==> src/rtl/udp_tx_sched.sv <==
// udp_tx_sched
// Round-robin scheduler that shares the single ros2_ether UDP TX buffer port
// among NUM_CLI senders. A pending sender is picked while the application side
// holds the buffer. Ownership is handed to ros2_ether with a one-cycle release
// pulse. While the transfer runs, buffer reads are routed to the owning sender.
// Each frame ends with a done pulse when the buffer comes back, or with an err
// pulse on timeout.
//
// Ports
//   clk_int, rst_n       clock, asynchronous active-low reset
//   cli_req              level request per sender, held until done/err
//   cli_busy             one-hot owner of the port (REL/TAKE/DONE)
//   cli_done, cli_err    one-cycle completion / timeout pulses per sender
//   cli_addr, cli_ce     buffer read address (broadcast) and per-sender enable
//   cli_rdata            per-sender read data, slice i = [32*i+31:32*i]
//   owner_id             index of current/last owner
//   udp_txbuf_grant      1 = buffer held by application side
//   udp_txbuf_rel        one-cycle pulse handing the buffer to ros2_ether
//   udp_txbuf_addr/ce    read request from ros2_ether
//   udp_txbuf_rdata      read data to ros2_ether (0 when no owner)
module udp_tx_sched #(
  parameter int unsigned NUM_CLI        = 4,
  parameter int unsigned AWIDTH         = 6,
  parameter int unsigned TIMEOUT_CYCLES = 1250000
) (
  input  logic                  clk_int,
  input  logic                  rst_n,
  input  logic [NUM_CLI-1:0]    cli_req,
  output logic [NUM_CLI-1:0]    cli_busy,
  output logic [NUM_CLI-1:0]    cli_done,
  output logic [NUM_CLI-1:0]    cli_err,
  output logic [AWIDTH-1:0]     cli_addr,
  output logic [NUM_CLI-1:0]    cli_ce,
  input  logic [NUM_CLI*32-1:0] cli_rdata,
  output logic [2:0]            owner_id,
  input  logic                  udp_txbuf_grant,
  output logic                  udp_txbuf_rel,
  input  logic [AWIDTH-1:0]     udp_txbuf_addr,
  input  logic                  udp_txbuf_ce,
  output logic [31:0]           udp_txbuf_rdata
);

  localparam int unsigned TW = $clog2(TIMEOUT_CYCLES + 1);
  localparam logic [TW-1:0] TimerLimit = TW'(TIMEOUT_CYCLES - 1);

  typedef enum logic [1:0] {StIdle, StRel, StTake, StDone} state_e;

  state_e               state_q;
  logic [2:0]           rr_q;
  logic [2:0]           owner_q;
  logic [NUM_CLI-1:0]   busy_q;
  logic [NUM_CLI-1:0]   done_q;
  logic [NUM_CLI-1:0]   err_q;
  logic                 rel_q;
  logic [TW-1:0]        timer_q;

  logic [7:0]           req_pad;
  logic [2:0]           cand;
  logic                 sel_valid;
  logic [2:0]           sel_idx;
  logic [NUM_CLI-1:0]   sel_onehot;
  logic [NUM_CLI-1:0]   owner_onehot;
  logic [2:0]           next_ptr;
  logic [TW-1:0]        timer_inc;
  logic                 timeout_hit;
  logic [31:0]          rdata_mux;

  assign req_pad = 8'(cli_req);

  // First requester at or after the round-robin pointer, wrapping at NUM_CLI.
  always_comb begin
    sel_valid = 1'b0;
    sel_idx   = '0;
    cand      = '0;
    for (int unsigned i = 0; i < NUM_CLI; i++) begin
      cand = 3'((32'(rr_q) + i) % NUM_CLI);
      if (!sel_valid && req_pad[cand]) begin
        sel_valid = 1'b1;
        sel_idx   = cand;
      end
    end
  end

  assign sel_onehot   = NUM_CLI'(1) << sel_idx;
  assign owner_onehot = NUM_CLI'(1) << owner_q;
  assign next_ptr     = (32'(owner_q) == NUM_CLI - 1) ? 3'd0 : owner_q + 3'd1;

  // timer_q counts completed TAKE/DONE cycles since REL; the err pulse therefore
  // lands TIMEOUT_CYCLES cycles after the REL cycle.
  assign timer_inc   = timer_q + TW'(1);
  assign timeout_hit = (timer_inc >= TimerLimit);

  always_ff @(posedge clk_int or negedge rst_n) begin
    if (!rst_n) begin
      state_q <= StIdle;
      rr_q    <= '0;
      owner_q <= '0;
      busy_q  <= '0;
      done_q  <= '0;
      err_q   <= '0;
      rel_q   <= 1'b0;
      timer_q <= '0;
    end else begin
      rel_q  <= 1'b0;
      done_q <= '0;
      err_q  <= '0;
      case (state_q)
        StIdle: begin
          if (udp_txbuf_grant && sel_valid) begin
            owner_q <= sel_idx;
            busy_q  <= sel_onehot;
            rel_q   <= 1'b1;
            state_q <= StRel;
          end
        end
        StRel: begin
          timer_q <= '0;
          state_q <= StTake;
        end
        StTake: begin
          // Leaving TAKE takes priority over a coincident timeout.
          if (!udp_txbuf_grant) begin
            timer_q <= timer_inc;
            state_q <= StDone;
          end else if (timeout_hit) begin
            err_q   <= owner_onehot;
            busy_q  <= '0;
            rr_q    <= next_ptr;
            state_q <= StIdle;
          end else begin
            timer_q <= timer_inc;
          end
        end
        StDone: begin
          if (udp_txbuf_grant) begin
            done_q  <= owner_onehot;
            busy_q  <= '0;
            rr_q    <= next_ptr;
            state_q <= StIdle;
          end else if (timeout_hit) begin
            err_q   <= owner_onehot;
            busy_q  <= '0;
            rr_q    <= next_ptr;
            state_q <= StIdle;
          end else begin
            timer_q <= timer_inc;
          end
        end
        default: state_q <= StIdle;
      endcase
    end
  end

  // Read mux keyed on busy so that no owner means zero data.
  always_comb begin
    rdata_mux = '0;
    for (int i = 0; i < int'(NUM_CLI); i++) begin
      if (busy_q[i]) rdata_mux = cli_rdata[32*i +: 32];
    end
  end

  assign cli_busy        = busy_q;
  assign cli_done        = done_q;
  assign cli_err         = err_q;
  assign owner_id        = owner_q;
  assign udp_txbuf_rel   = rel_q;
  assign cli_addr        = udp_txbuf_addr;
  assign cli_ce          = {NUM_CLI{udp_txbuf_ce}} & busy_q;
  assign udp_txbuf_rdata = rdata_mux;

endmodule

==> config.mk <==
export PLATFORM = sky130hd
export DESIGN_NAME = udp_tx_sched
export DESIGN_NICKNAME = d
export VERILOG_FILES = /design/src/rtl/udp_tx_sched.sv
export SDC_FILE = /design/constraint.sdc
export NUM_CORES = 1
export LEC_CHECK = 0
export ABC_AREA = 1
export CORE_UTILIZATION = 35
export CTS_CLUSTER_SIZE = 10
export DETAILED_ROUTE_END_ITERATION = 10
export PLACE_DENSITY = 0.73
export SYNTH_ARGS = -nofsm -noshare
export SYNTH_HDL_FRONTEND = slang
export SYNTH_SLANG_ARGS = --single-unit
==> constraint.sdc <==
create_clock -name clk_int -period 3.2 [get_ports clk_int]
set_clock_uncertainty 0.2 [all_clocks]
set_input_delay 0.64 -clock clk_int [delete_from_list [all_inputs] [get_ports clk_int]]
set_output_delay 0.64 -clock clk_int [all_outputs]
set_load 0.02 [all_outputs]
==> After elaboration in Yosys (flattened, before gate mapping) <==
Index checks and enable logic that the tools add are counted.
{ "op_classes": {"add_sub_neg": 5, "multipliers": 0, "div": 0, "order_cmp": 5, "n_eq_ne": 7, "n_shift": 2, "n_mux": 47, "bitwise_logic": 1, "reduce_logical": 15} }
{ "ops": {"columns": ["op", "n"], "rows": [
  ["$mux W32", 4],
  ["$mux W21", 3],
  ["$pmux W21 S3", 1],
  ["$mux W4", 9],
  ["$add A21 B1 Y21 const B", 1],
  ["$ge A21 B21 Y1 const B", 1],
  ["$mux W3", 6],
  ["$lt A2 B4 Y1 const B", 4],
  ["$mux W2", 6],
  ["$pmux W4 S3", 1],
  ["$mux W1", 10],
  ["$bmux W1 S2", 4],
  ["$pmux W2 S4", 1],
  ["$pmux W4 S2", 1],
  ["$shl A1 B3 Y4 const A", 2],
  ["$ne A2 B2 Y1 const B", 3],
  ["$pmux W3 S2", 1],
  ["$reduce_and A2 Y1", 3],
  ["$reduce_bool A3 Y1", 2],
  ["$add A2 B2 Y2 const B", 2],
  ["$and A4 B4 Y4", 1],
  ["$eq A2 B2 Y1 const B", 2],
  ["$logic_and A1 B1 Y1", 4],
  ["$add A3 B1 Y3 const B", 1],
  ["7 further kinds", 9]
]} }
{ "totals": {"reg_bits": 42, "latch_bits": 0, "ramBits": 0, "rom_bits": 0, "in_bits": 142, "out_inout_bits": 58, "word_cells": 90, "n_memories": 0} }

==> Longest topological paths before layout <==
{ "logic_depth": {"ltp_word": 15, "depth_mapped": 19, "mapped_depth_nobuf": 19} }

==> Least setup slack after synthesis <==
OpenSTA, ideal clock, no wires.
{ "synth_path": {"path_type": "flip-flop to output port", "from": "register busy_q[1], in the netlist cli_busy[1]", "to": "output port udp_txbuf_rdata[23]", "arrival_time_ns": 1.674, "required_ns": 2.360, "slack_ns": 0.686, "stages_incl_launch_ff": 8, "n_path_buf": 2, "cell_sequence": "dfrtp_1 clkbuf_1 nor2_1 clkbuf_1 nand2_1 nand2_1 nand2_1 a21oi_1"} }
{ "synth_via": {"elab_chain_cells": 3} }
{ "synth_lines": {"columns": ["element", "line_no", "rtl"], "rows": [
  ["start: declaration", "51", "logic [NUM_CLI-1:0] busy_q;"],
  ["start signal: assignment", "111", "busy_q <= sel_onehot;"],
  ["$mux W32 (3 in series)", "158", "if (busy_q[i]) rdata_mux = cli_rdata[32*i +: 32];"],
  ["end: declaration", "40", "output logic [31:0] udp_txbuf_rdata"]
]} }
Every way passes these cells.

==> Final worst setup path <==
{ "layout_path": {"from": "register busy_q[0], in the netlist cli_busy[0]", "to": "output port udp_txbuf_rdata[22]"} }
{ "layout_via": {"elab_chain_cells": 4} }
{ "layout_lines": {"columns": ["element", "line_no"], "rows": [
  ["$mux W32 (4 in series)", "158"]
]} }
Every way passes these cells.

==> qor.txt <==
Critical Path Fanout Max = 32
Vias in the first global route = 5,031
Core region area = 0.0126 mm2
Worst setup margin = 0.137 ns
H-Tree Depth = 2
Area Overhead vs Synth = 49.1%
Crit path time final = 3.06 ns
Max cap viols = 0
PostCTS Resize Cnt = 0
Critical Path Sink Type = output port
Top delay family on crit path = buffers and inverters
Placed wire-length estimate = 12,900 um
Relative slew margins = 35.8%
GR Util All Layers = 24.6%
Longest Clk Path Bufs = 2
Final GP Congestion = 0.898
Fin nets = 1,127
Clock Latency Late Sink = 0.29 ns
WL per Instance = 14.7 um
CTS Sinks = 40
Final hold violation count = 0
R2r setup slk = 0.29 ns
First-pass GRT wire length = 25,600 um
DR vias = 5,701
Ys async rst share = 100%
Die Wd = 115 um
Placed Area = 0.00657 mm2
Netlist Area Pre-Place = 0.00450 mm2
Synth Register Bits = 40
Cell Rows = 41
DRT Pass-1 Iters = 5
Synth cell types = 37
Outcome = finished clean
Period utilisation layout = 95.7%
Worst vdd ir = 0.000372 V
Slew Viols, Final = 0
Yosys warning total = 0
Mapped Nets = 953
# IOs = 200
Buf+Inv Stages, Crit Path = 3
EDFF count, synth = 0
Largest net degree at the start of global routing = 41
Final setup TNS = 0 ns
Post-CTS Setup Bufs = 0
Initial Utilization = 35.8%
Largest stage delay, worst path = 0.66 ns
Worst path cell trace = inv_1, nor2_2, buf_12, nand2_1, nand2_1, nand2_1, a21oi_1, clkdlybuf4s50_1
CTS tree = done
CTS root buf = clkbuf_16
Worst-path clk slew = 0.06 ns
Initial antenna violation count = 0
Final setup vio count = 0
Hold Crit Class = in2async
Worst Setup Start Kind = register
Syn avg cell area = 5.62 um2
Initial DRC count = 418
# DRC = 0
Unrepaired setup endpoints after global routing = false
Routed wire length = 16,800 um
Via/cell ratio = 4.97
CP arrival = 2.22 ns
Ys flop type = dfrtp_1
# hold bufs at CTS = 0
Most used cell, CP = nand2_1
Ant. Diodes = 0
WP data required = 2.36 ns
Setup Slack @ Placement = 0.205 ns
Slowest cell on crit path = clkdlybuf4s50_1
CTS buffer count = 5
Chip Height = 115 um
Antenna Nets Post-Route = 0
Cells after Synth = 800
Die Area = 0.0133 mm2
Sequential area share after synthesis = 22.3%
Layout cell share with drive strength beyond 1 = 6.57%
I/O Buffers = 186
Critical path class = reg2out
Fmax = 326 MHz
Final instance area = 0.00670 mm2
Pleak = 3.17 nW
Grt total ovfl = 0
Worst Max-Slew Pin Slew = 0.963 ns
Pwr/cell area = 894 mW/mm2
layout make-up:
class,instances,area (um2)
multi-input cells,628,2950
repair buffers,208,2060
clock inverters,2,12.5
clock buffers,5,125
fillers,1242,5870
well taps,172,215
inverters,91,342
flip-flops and latches,40,1000
report_power, final:
part	switching [W]	total (W)	internal (W)
Clock	0.000209	0.000492	0.000283
Combinational	0.00275	0.00454	0.00179
Sequential	0.000250	0.000960	0.000710
Total	0.00321	0.00599	0.00278
Yosys cell counts (3+ instances only):
cell type / n / area (um2)
a21oi_1: 86 / 430
a22oi_1: 3 / 22.5
buf_1: 3 / 11.3
buf_2: 5 / 25.0
buf_4: 9 / 67.6
clkbuf_1: 22 / 82.6
dfrtp_1: 40 / 1000
ha_1: 11 / 138
inv_1: 86 / 323
inv_2: 4 / 15.0
nand2_1: 267 / 1000
nand2_2: 9 / 56.3
nand3_1: 46 / 230
nand4_1: 25 / 156
nor2_1: 100 / 375
nor2_2: 9 / 56.3
nor2_4: 5 / 56.3
nor3_1: 6 / 30.0
o21ai_0: 30 / 150
o21ai_1: 9 / 45.0
registers in the layout, summed over array words and instances, names as in the netlist:
| register | flops |
|---|---|
| owner_id | 2 |
| cli_err | 4 |
| cli_done | 4 |
| udp_txbuf_rel | 1 |
| state_q | 2 |
| cli_busy | 4 |
| rr_q | 2 |
| timer_q | 21 |
through the flow:
stage               total power, W  utilization (%)  hold slack, ns  std cells
finish                     0.00599             53.3           0.301       1146
floorplan                  0.00379                -           0.144        800
global placement           0.00543             52.2           0.384       1139
CTS                        0.00598             53.3           0.332       1146
global route               0.00656             53.3           0.387       1146
detailed placement         0.00547             52.2           0.384       1139
final timing paths:
kind                                  start                   to  cells after the start
worst max register to register   timer_q[0]           timer_q[0]                     14
worst max-delay path            cli_busy[0]  udp_txbuf_rdata[22]                      8
min in group clk_int            timer_q[18]          timer_q[18]                      2
worst min register to register  timer_q[18]          timer_q[18]                      2
max in group asynchronous             rst_n           timer_q[0]                      1
worst min-delay path                  rst_n           timer_q[6]                      1
metal layers:
metal	part of all wire, %	routed length (um)	up-vias	track usage, %
li1	-	-	2891	-
met1	43	7280	2576	31.7
met2	47	7870	209	41.6
met3	8.2	1380	25	5.01
met4	1.9	315	0	6.58
met5	0	0	-	0
placed cells by master (no fill, tap or decap):
cell type	synthesis	routed
a21oi_1	86	86
a221oi_1	1	1
a22oi_1	3	3
a31oi_1	1	1
and2_1	2	2
buf_12	0	3
buf_2	5	1
buf_4	9	19
clkbuf_16	0	5
clkdlybuf4s50_1	0	185
clkinv_1	1	1
clkinv_2	0	1
clkinvlp_4	0	1
conb_1	1	1
dfrtp_1	40	40
ha_1	11	11
inv_1	86	86
inv_2	4	4
nand2_1	267	267
nand2_2	9	9
nand2_4	1	1
nand3_1	46	46
nand3_4	1	1
nand3b_1	1	1
nand4_1	25	25
nor2_1	100	99
nor2_2	9	10
nor2_4	5	5
nor2_8	2	2
nor3_1	6	6
o211ai_1	1	1
o21a_1	2	2
o21ai_0	30	30
o21ai_1	9	9
o21bai_1	2	2
o22ai_1	1	1
o31ai_1	2	2
or2_2	2	2
xor2_1	2	2
kinds of logic after synthesis:
group                      share of synthesized area [%]
and+or+nand+nor                                     45.9
xor gates and xnor gates                           0.390
AOI/OAI and AO/OA                                   16.1
other                                             0.0834
buffers and inverters                               12.2
adders and majority gates                           3.06
DFF                                                 22.3
(Power assumes the default switching activity.)
==> patch: new RTL, same flow settings <==
`TIMEOUT_CYCLES`: 1250000 -> 2500000.
--- a/src/rtl/udp_tx_sched.sv
+++ b/src/rtl/udp_tx_sched.sv
@@ -23,3 +23,3 @@
   parameter int unsigned AWIDTH         = 6,
-  parameter int unsigned TIMEOUT_CYCLES = 1250000
+  parameter int unsigned TIMEOUT_CYCLES = 2500000
 ) (
Formal check against the unedited RTL: no difference found for any inputs over 4 cycles, from zero or initial values and one cycle with rst_n low; that may be too few to reach the edited logic, so the function may still have changed.
==> patch against the unedited design <==
Power up 4.3%. Wire length down 8.3%. Sequential cell count up 1. Global-route usage down 1.4 points. Synthesized area down 0.92%. Setup slack better by 0.030 ns. Final area down 1.2%. First-iteration DRC count down 23%.
==> patch: results (changes against the unedited design) <==
- Post-CTS sizing: 0 (unchanged)
- Synthesized Nets: 945 (-0.84%)
- Vias in the first global route: 5116 (+1.7%)
- Worst R2R Setup Slack: 0.36 ns (+0.07 ns)
- Max-slew headroom: 37.18% (+1.4 points)
- Largest net degree at the start of global routing: 42 (+2.4%)
- FILL cells: 1239 (-0.24%)
- DR iter-0 viols: 322 (-23%)
- Sequential share of the synthesized area: 23.03% (+0.77 points)
- Top cells by area, synth: dfrtp_1 (23%), nand2_1 (23%), a21oi_1 (10%)
- Dpl hpwl: 11.84 mm (-8.1%)
- FF-to-FF path depth: 16 (+2)
- Synth top cells by count: nand2_1 (268), nor2_1 (103), a21oi_1 (92), inv_1 (92), nand3_1 (54)
- Max reg flops: 22 (+4.8%)
- DR vias: 5428 (-4.8%)
- First-pass GRT wire length: 24.60 mm (-3.9%)
- Setup violators final: 0 (unchanged)
- Overall Global Routing Usage: 23.20% (-1.4 points)
- NumNets Final: 1111 (-1.4%)
- Reg2reg end: cli_busy[0]
- Worst r2r src: timer_q[1]
- Drt total wl: 15.44 mm (-8.3%)
- Synth cell types: 35 (-5.4%)
- Peak supply drop: 0.0003962 V (+6.5%)
- Status: finished clean
- GP Congestion: 0.9060 (+0.95%)
- WP data arrival: 2.19 ns (-0.03 ns)
- LEAKAGE: 3.208 nW (+1.1%)
==> patch: cell types whose count changed after synthesis, moves of 6 or more <==
cell,delta
a21oi_1,+6
inv_1,+6
nand3_1,+8
nand3_2,+8
nand4_1,-22
nor2_2,-8
o21ai_1,-7
==> patch: layout make-up <==
cell class,instances,share of cell area [%]
Multi-Input combinational cell,614,43.06
Timing Repair Buffer,203,30.34
Sequential cell,41,15.49
Inverter,93,5.271
Tap cell,168,3.174
Clock buffer,6,2.097
Clock inverter,2,0.5668
==> patch: worst max-delay path, cell delays in order (launching register included) <==
cell and delay, ns:
dfrtp_1 0.43, inv_1 0.07, nor2_2 0.13, buf_12 0.20, nand2_1 0.14, nand2_1 0.08, nand2_1 0.05, a21oi_1 0.15
clkdlybuf4s50_1 0.63
==> patch: cells by family (layout without fill, tap and decap cells) <==
family	Yosys count	in the layout	synth area share, %
AND/OR/NAND/NOR	461	461	43.75
buffers and inverters	137	304	13.03
AO/OA/AOI/OAI	136	136	16.03
flip-flops	41	41	23.03
adder cells (fa/ha/maj)	11	11	3.089
XOR/XNOR	5	5	0.9828
other	1	1	0.08417
==> patch: routing by layer <==
layer | GRT usage (%) | wire length (um)
met3 | 3.585 | 947
met5 | 0 | 0
met2 | 39.23 | 7457
met4 | 6.147 | 239
met1 | 30.81 | 6796
==> patch: how the worst min path moves through the flow <==
| stage | startpoint | end | slack (ns) |
|---|---|---|---|
| 6_report | rst_n | timer_q[10] | 0.30 |
| 5_1_grt | rst_n | timer_q[10] | 0.39 |
| 4_1_cts | rst_n | timer_q[5] | 0.34 |
| 3_5_place_dp | timer_q[4] | timer_q[4] | 0.37 |
| 3_3_place_gp | timer_q[21] | timer_q[21] | 0.35 |
| 2_1_floorplan | rst_n | cli_busy[0] | 0.14 |
==> patch: per-stage QoR <==
| step | power, mW | std cells | setup WS (ns) | hold slack (ns) | cell area, sq um |
|---|---|---|---|---|---|
| floorplan | 4.025 | 792 | 0.6862 | 0.1444 | 4456 |
| global placement | 5.560 | 1119 | 0.2199 | 0.3528 | 6446 |
| detailed placement | 5.618 | 1119 | 0.2386 | 0.3725 | 6446 |
| CTS | 6.263 | 1127 | 0.1755 | 0.3439 | 6623 |
| global route | 6.854 | 1127 | 0.01348 | 0.3945 | 6623 |
| finish | 6.249 | 1127 | 0.1673 | 0.3015 | 6623 |
==> patch: power groups by stage <==
| stage | registers (mW) | clock network (mW) | logic (mW) |
|---|---|---|---|
| after floorplan | 0.995 | 0 | 3.03 |
| after global placement | 1.03 | 0 | 4.53 |
| after detailed placement | 1.04 | 0 | 4.58 |
| after CTS | 1.03 | 0.614 | 4.62 |
| after global routing | 1.06 | 0.634 | 5.16 |
| final | 1.03 | 0.605 | 4.61 |
